===== src/rtl/apb_slave_regfile.sv =====
// apb_slave_regfile
//   APB slave that holds eight 4-byte-spaced registers starting at BASE_ADDR.
//   R0..R6 are read/write and appear on cfg_o. R7 is read-only and returns
//   status_i.
//   Each access has WAIT_CYCLES wait states, and pready_o rises in access
//   cycle WAIT_CYCLES+1. Errors reported on pslverr_o: an out-of-range offset,
//   a misaligned address, or a write to R7.
//
// Ports
//   pclk_i, prstn_i        clock, synchronous active-low reset
//   paddr_i .. pstrb_i     APB request; pprot_i is accepted and ignored
//   pready_o, prdata_o,
//   pslverr_o              APB response, all registered
//   cfg_o                  R0..R6 concatenated, R0 at the LSBs
//   status_i               read value of R7
//   dbg_state              current FSM state (0 idle, 1 wait, 2 resp)
//
// Optional feature (macro APB_SLV_PSTRB_EN)
//   When defined, writes honour pstrb_i per byte lane, and a read with a
//   nonzero pstrb_i is an error. When undefined, pstrb_i is ignored and writes
//   replace the whole register.
//
// Handshake: a transfer starts with a setup cycle (psel_i=1, penable_i=0)
//   while idle. It completes in the single cycle where pready_o=1 with psel_i
//   and penable_i still high. If psel_i drops before that cycle, the transfer
//   is abandoned and nothing is written.
module apb_slave_regfile #(
  parameter int                    ADDR_WIDTH  = 32,
  parameter int                    DATA_WIDTH  = 32,
  parameter logic [ADDR_WIDTH-1:0] BASE_ADDR   = '0,
  parameter int                    WAIT_CYCLES = 1
) (
  input  logic                      pclk_i,
  input  logic                      prstn_i,
  input  logic [ADDR_WIDTH-1:0]     paddr_i,
  input  logic [2:0]                pprot_i,
  input  logic                      psel_i,
  input  logic                      penable_i,
  input  logic                      pwrite_i,
  input  logic [DATA_WIDTH-1:0]     pwdata_i,
  input  logic [DATA_WIDTH/8-1:0]   pstrb_i,
  output logic                      pready_o,
  output logic [DATA_WIDTH-1:0]     prdata_o,
  output logic                      pslverr_o,
  output logic [7*DATA_WIDTH-1:0]   cfg_o,
  input  logic [DATA_WIDTH-1:0]     status_i,
  output logic [1:0]                dbg_state
);

  localparam int NB = DATA_WIDTH / 8;

  typedef enum logic [1:0] {
    S_IDLE = 2'd0,
    S_WAIT = 2'd1,
    S_RESP = 2'd2
  } state_t;

  state_t                state_q, state_d;
  logic [3:0]            cnt_q;
  logic [ADDR_WIDTH-1:0] addr_q;
  logic                  write_q;
  logic [DATA_WIDTH-1:0] wdata_q;
  logic [NB-1:0]         strb_q;
  logic [DATA_WIDTH-1:0] regs_q [0:6];

  logic [ADDR_WIDTH-1:0] cur_addr, offset;
  logic                  cur_write;
  logic [NB-1:0]         cur_strb;
  logic [2:0]            idx;
  logic                  err;
  logic [DATA_WIDTH-1:0] rd_val;
  logic                  setup;
  logic                  pready_d, pslverr_d, wr_en;
  logic [DATA_WIDTH-1:0] prdata_d, wr_mask;

  assign setup     = psel_i && !penable_i;
  assign dbg_state = state_q;

  // In idle the request is still on the bus and has not been latched yet.
  // With zero wait states the response is loaded at that same edge, so the
  // decode must look at the live bus inputs while idle.
  always_comb begin
    cur_addr  = (state_q == S_IDLE) ? paddr_i  : addr_q;
    cur_write = (state_q == S_IDLE) ? pwrite_i : write_q;
    cur_strb  = (state_q == S_IDLE) ? pstrb_i  : strb_q;
    offset    = cur_addr - BASE_ADDR;
    idx       = offset[4:2];
    err       = (offset > ADDR_WIDTH'(28)) || (cur_addr[1:0] != 2'b00) ||
                (cur_write && (idx == 3'd7));
`ifdef APB_SLV_PSTRB_EN
    if (!cur_write && (cur_strb != '0)) err = 1'b1;
`endif
    rd_val = (idx == 3'd7) ? status_i : regs_q[idx];
  end

  // Next-state logic
  always_comb begin
    state_d = state_q;
    case (state_q)
      S_IDLE: if (setup) state_d = (WAIT_CYCLES == 0) ? S_RESP : S_WAIT;
      S_WAIT: begin
        if (!psel_i)                         state_d = S_IDLE;
        else if (penable_i && cnt_q <= 4'd1) state_d = S_RESP;
      end
      S_RESP:  state_d = S_IDLE;
      default: state_d = S_IDLE;
    endcase
  end

  // Output and write-enable logic, registered in the sequential block below.
  always_comb begin
    pready_d  = (state_d == S_RESP);
    pslverr_d = pready_d && err;
    prdata_d  = (pready_d && !cur_write && !err) ? rd_val : '0;
    // The write commits at the edge that ends the response cycle. It only
    // happens if the master is still selecting this slave at that edge.
    wr_en     = (state_q == S_RESP) && psel_i && write_q && !err;
    wr_mask   = '1;
`ifdef APB_SLV_PSTRB_EN
    for (int i = 0; i < NB; i++) wr_mask[i*8 +: 8] = {8{strb_q[i]}};
`endif
  end

  always_comb begin
    cfg_o = '0;
    for (int k = 0; k < 7; k++) cfg_o[k*DATA_WIDTH +: DATA_WIDTH] = regs_q[k];
  end

  // State register and all other flops
  always_ff @(posedge pclk_i) begin
    if (!prstn_i) begin
      state_q   <= S_IDLE;
      cnt_q     <= '0;
      addr_q    <= '0;
      write_q   <= 1'b0;
      wdata_q   <= '0;
      strb_q    <= '0;
      pready_o  <= 1'b0;
      pslverr_o <= 1'b0;
      prdata_o  <= '0;
      for (int k = 0; k < 7; k++) regs_q[k] <= '0;
    end else begin
      state_q   <= state_d;
      pready_o  <= pready_d;
      pslverr_o <= pslverr_d;
      prdata_o  <= prdata_d;
      if (state_q == S_IDLE && setup) begin
        addr_q  <= paddr_i;
        write_q <= pwrite_i;
        wdata_q <= pwdata_i;
        strb_q  <= pstrb_i;
        cnt_q   <= 4'(WAIT_CYCLES);
      end else if (state_q == S_WAIT && psel_i && penable_i && cnt_q != 4'd0) begin
        cnt_q <= cnt_q - 4'd1;
      end
      if (wr_en) regs_q[idx] <= (regs_q[idx] & ~wr_mask) | (wdata_q & wr_mask);
    end
  end

  logic unused_ok;
  assign unused_ok = ^{pprot_i, cur_strb, strb_q};

endmodule

===== config.mk =====
export PLATFORM = sky130hd
export DESIGN_NAME = apb_slave_regfile
export DESIGN_NICKNAME = d
export VERILOG_FILES = /design/src/rtl/apb_slave_regfile.sv
export SDC_FILE = /design/constraint.sdc
export NUM_CORES = 1
export LEC_CHECK = 0
export ABC_AREA = 1
export CAP_MARGIN = 20
export CORE_MARGIN = 2
export CORE_UTILIZATION = 49
export DETAILED_ROUTE_END_ITERATION = 12
export PLACE_DENSITY = 0.91
export SETUP_SLACK_MARGIN = 0.4
export SYNTH_ARGS = -nofsm -noshare
export SYNTH_HDL_FRONTEND = slang
export SYNTH_SLANG_ARGS = --single-unit

===== constraint.sdc =====
create_clock -name pclk_i -period 4.9 [get_ports pclk_i]
set_input_delay 0.735 -clock pclk_i [delete_from_list [all_inputs] [get_ports pclk_i]]
set_output_delay 0.735 -clock pclk_i [all_outputs]
set_load 0.005 [all_outputs]

==> summary.md <==
| Metric | Value |
|---|---|
| Status | `complete, no violations` |
| Initial Util | `49.7%` |
| CTS tree | `built` |
| Worst-path fanout max | `32` |
| CP startpoint kind | `flop` |
| Layout cells sized above 1 | `7.14%` |
| Num CTS Buffers | `35` |
| Nets@finish | `1948` |
| Clock Root Buffer | `clkbuf_16` |
| Clock insertion delay at the later pin of the skew report | `about 0.51 ns` |
| GPL Wtd Cong | `0.930` |
| Hold Path End | `addr_q[4]` |
| Final Critical Period | `approximately 3.3 ns` |
| DR pass1 iterations | `5` |
| Sinks on Clock Net | `329` |
| Die Wd | `174 um` |
| Post-synthesis cell area | `0.0142 mm2` |
| Peak VDD IR | `about 0.0002 V` |
| Layout filler cell count | `2013` |
| Via count | `12900` |
| Worst R2R Path Depth | `9` |
| Leading cell type in the layout, fill and taps excluded | `nor2_1` |
| Fin. max-slew vios | `0` |
| Postcts setup bufs | `0` |
| Worst R2R End | `regs_q[1][31]` |
| Final instance area | `0.0192 mm2` |
| Final Hold Vio Count | `0` |
| Remaining DRCs | `0` |
| Clock Pin Slew Worst Setup and Hold Paths | `0.06 ns` |
| Worst Path Required | `5.03 ns` |
| Pin count of the biggest net entering global routing | `129` |
| Hold_sp | `addr_q[4]` |
| Syn Inst Count | `between 1500 and 2000` |
| Number of max-cap violations | `0` |
| Initial DRC Count | `roughly 1500` |
| Row count | `62` |
| Syn avg cell area | `9.33 um2` |
| Arr. time, crit path | `3.45 ns` |
| Clock Skews | `0.0182 ns` |
| Post-route ant nets | `0` |
| Gr ovfl total | `0` |
| Share of the synthesized area in the top cell type | `40.6%` |
| CTS max path bufs | `3` |
| Worst R2R Setup Slack | `1.58 ns` |
| Worst Hold Class | `reg2reg` |
| Routed wire length | `46800 um` |
| Hpwl dp | `~32000 um` |
| Initial antenna violation count | `0` |
| Post-CTS Resized | `0` |
| Pwr Density | `approximately 340 mW/mm2` |
| First-pass GRT wire length | `about 70000 um` |
| Worst-Margin Slew | `0.992 ns` |
| Critical path type | `reg2reg` |
| Number of I/O pins | `368` |
| Hold depth | `2` |
| Wirelength per Cell | `20.8 um` |
| Mapped Nets | `1635` |
| Die Footprint | `0.0304 mm2` |
| Area leader, netlist | `edfxtp_1` |
| CP Capture Type | `flop` |
| P_leak | `7.35 nW` |
| Endpoints failing setup | `0` |
| Die Y | `174 um` |
| Vias in the first global route | `12300` |
| Total power | `0.00661 W` |
| P&R area growth vs syn | `35.0%` |
| Final setup TNS | `0 ns` |
| Distinct cells, synth | `36` |
| Post-synthesis sequential area ratio | `59.9%` |
| Port Buffers | `360` |
| Max H-tree Level | `2` |
| Commonest non-fill, non-tap cells in the layout | `473 x nor2_1, 359 x clkdlybuf4s50_1, 192 x o21ai_0, 192 x edfxtp_1, 137 x dfxtp_1` |
| Max-Slew Margin vs Limit | `between 30% and 40%` |
| Reg2Reg Launch Point | `dbg_state[0]` |
| Area contributors post-synth | `edfxtp_1 41%, dfxtp_1 19%, nor2_1 13%` |
| DP Area | `approximately 0.018 mm2` |
| RSZ-0062 raised after global routing | `no` |
| Total GRT Usage | `29.7%` |
| Part of the cycle the worst path needs | `67.8%` |
| Ys Warns | `0` |
| Max Freq | `~300 MHz` |
| Flops & latches, synth | `329` |
| CORE AREA | `about 0.029 mm2` |
| Via/cell ratio | `5.73` |
| Hold-fix buffers, CTS | `0` |
-- worst max path at each step --
| stage | start | to | slack [ns] | cells after the start |
|---|---|---|---|---|
| finish | dbg_state[0] | regs_q[1][31] | 1.58 | 9 |
| global route | dbg_state[0] | regs_q[0][29] | 1.32 | 9 |
| CTS | dbg_state[0] | regs_q[0][24] | 1.56 | 9 |
| detailed placement | psel_i | regs_q[0][16] | 1.14 | 7 |
| global placement | psel_i | regs_q[0][23] | 1.27 | 7 |
| floorplan | psel_i | regs_q[4][0] | 0.56 | 4 |
-- per-stage QoR --
stage | setup slack (ns) | hold WS (ns) | std cells | utilization, %
final | 1.58 | 0.461 | 2248 | 67.0
after global routing | 1.32 | 0.495 | 2247 | 67.0
after CTS | 1.56 | 0.465 | 2246 | 66.9
after detailed placement | 1.14 | 0.457 | 2183 | 62.8
after global placement | 1.27 | 0.439 | 2183 | 62.8
after floorplan | 0.557 | 0.430 | 1524 | -
-- cell usage after synthesis, drive strengths merged --
library cell and number:
o221ai 14, nand3b 1, a21oi 60, nand4 35, nor2 478, clkbuf 58, o21a 3, inv 104
nor3b 14, buf 48, o21ai 196, o22ai 51, clkinv 2, nand3 22, a211oi 2, o31ai 1
dfxtp 137, nand2 101, o211a 1, edfxtp 192, nor4 1, ha 3
-- worst max-delay path: stages, from the launching register on --
cell	delay (ns)
dfxtp_1	0.39
nor2_2	0.58
nand2_1	0.21
o21ai_4	0.14
nor2_1	0.09
nand3_1	0.20
nand4_4	0.24
nor2_8	0.24
nand3_4	0.09
nand2_2	0.74
-- routing by layer --
layer	part of all wire [%]	track usage, %	vias up
met1	37	37.6	6065
met3	12	7.81	151
met5	0	0	-
met4	4.5	13.2	0
met2	47	47.9	904
li1	-	-	5753
-- state kept, by name (all words and copies together), names as in the netlist --
name and count:
regs_q 224, addr_q 32, prdata_o 32, wdata_q 32, cnt_q 4, dbg_state 2
pready_o 1, pslverr_o 1, write_q 1
-- area by class of cell --
cell class	instances	area (um2)	area share, %
Inverter	106	400	2.09
Antenna cell	1	2.50	0.0130
Sequential cell	329	8510	44.4
Clock inverter	19	219	1.14
Multi-Input combinational cell	983	4820	25.1
Timing Repair Buffer	382	3780	19.7
Clock buffer	44	972	5.07
Tap cell	384	480	2.50
-- power breakdown --
group	internal [W]	switching (W)	leakage (nW)
registers	0.00303	0.0000814	2.99
clock network	0.00167	0.00108	0.574
logic	0.000326	0.000424	3.78
total	0.00503	0.00159	7.35
-- logic make-up after synthesis --
family | count (synthesis) | synth area share (%)
adder cells (fa/ha/maj) | 3 | 0.264
AO/OA/AOI/OAI | 328 | 12.6
AND/OR/NAND/NOR | 652 | 20.8
buffers and inverters | 212 | 6.54
flip-flops | 329 | 59.9
Note: power is estimated with default switching activity, not from simulation.
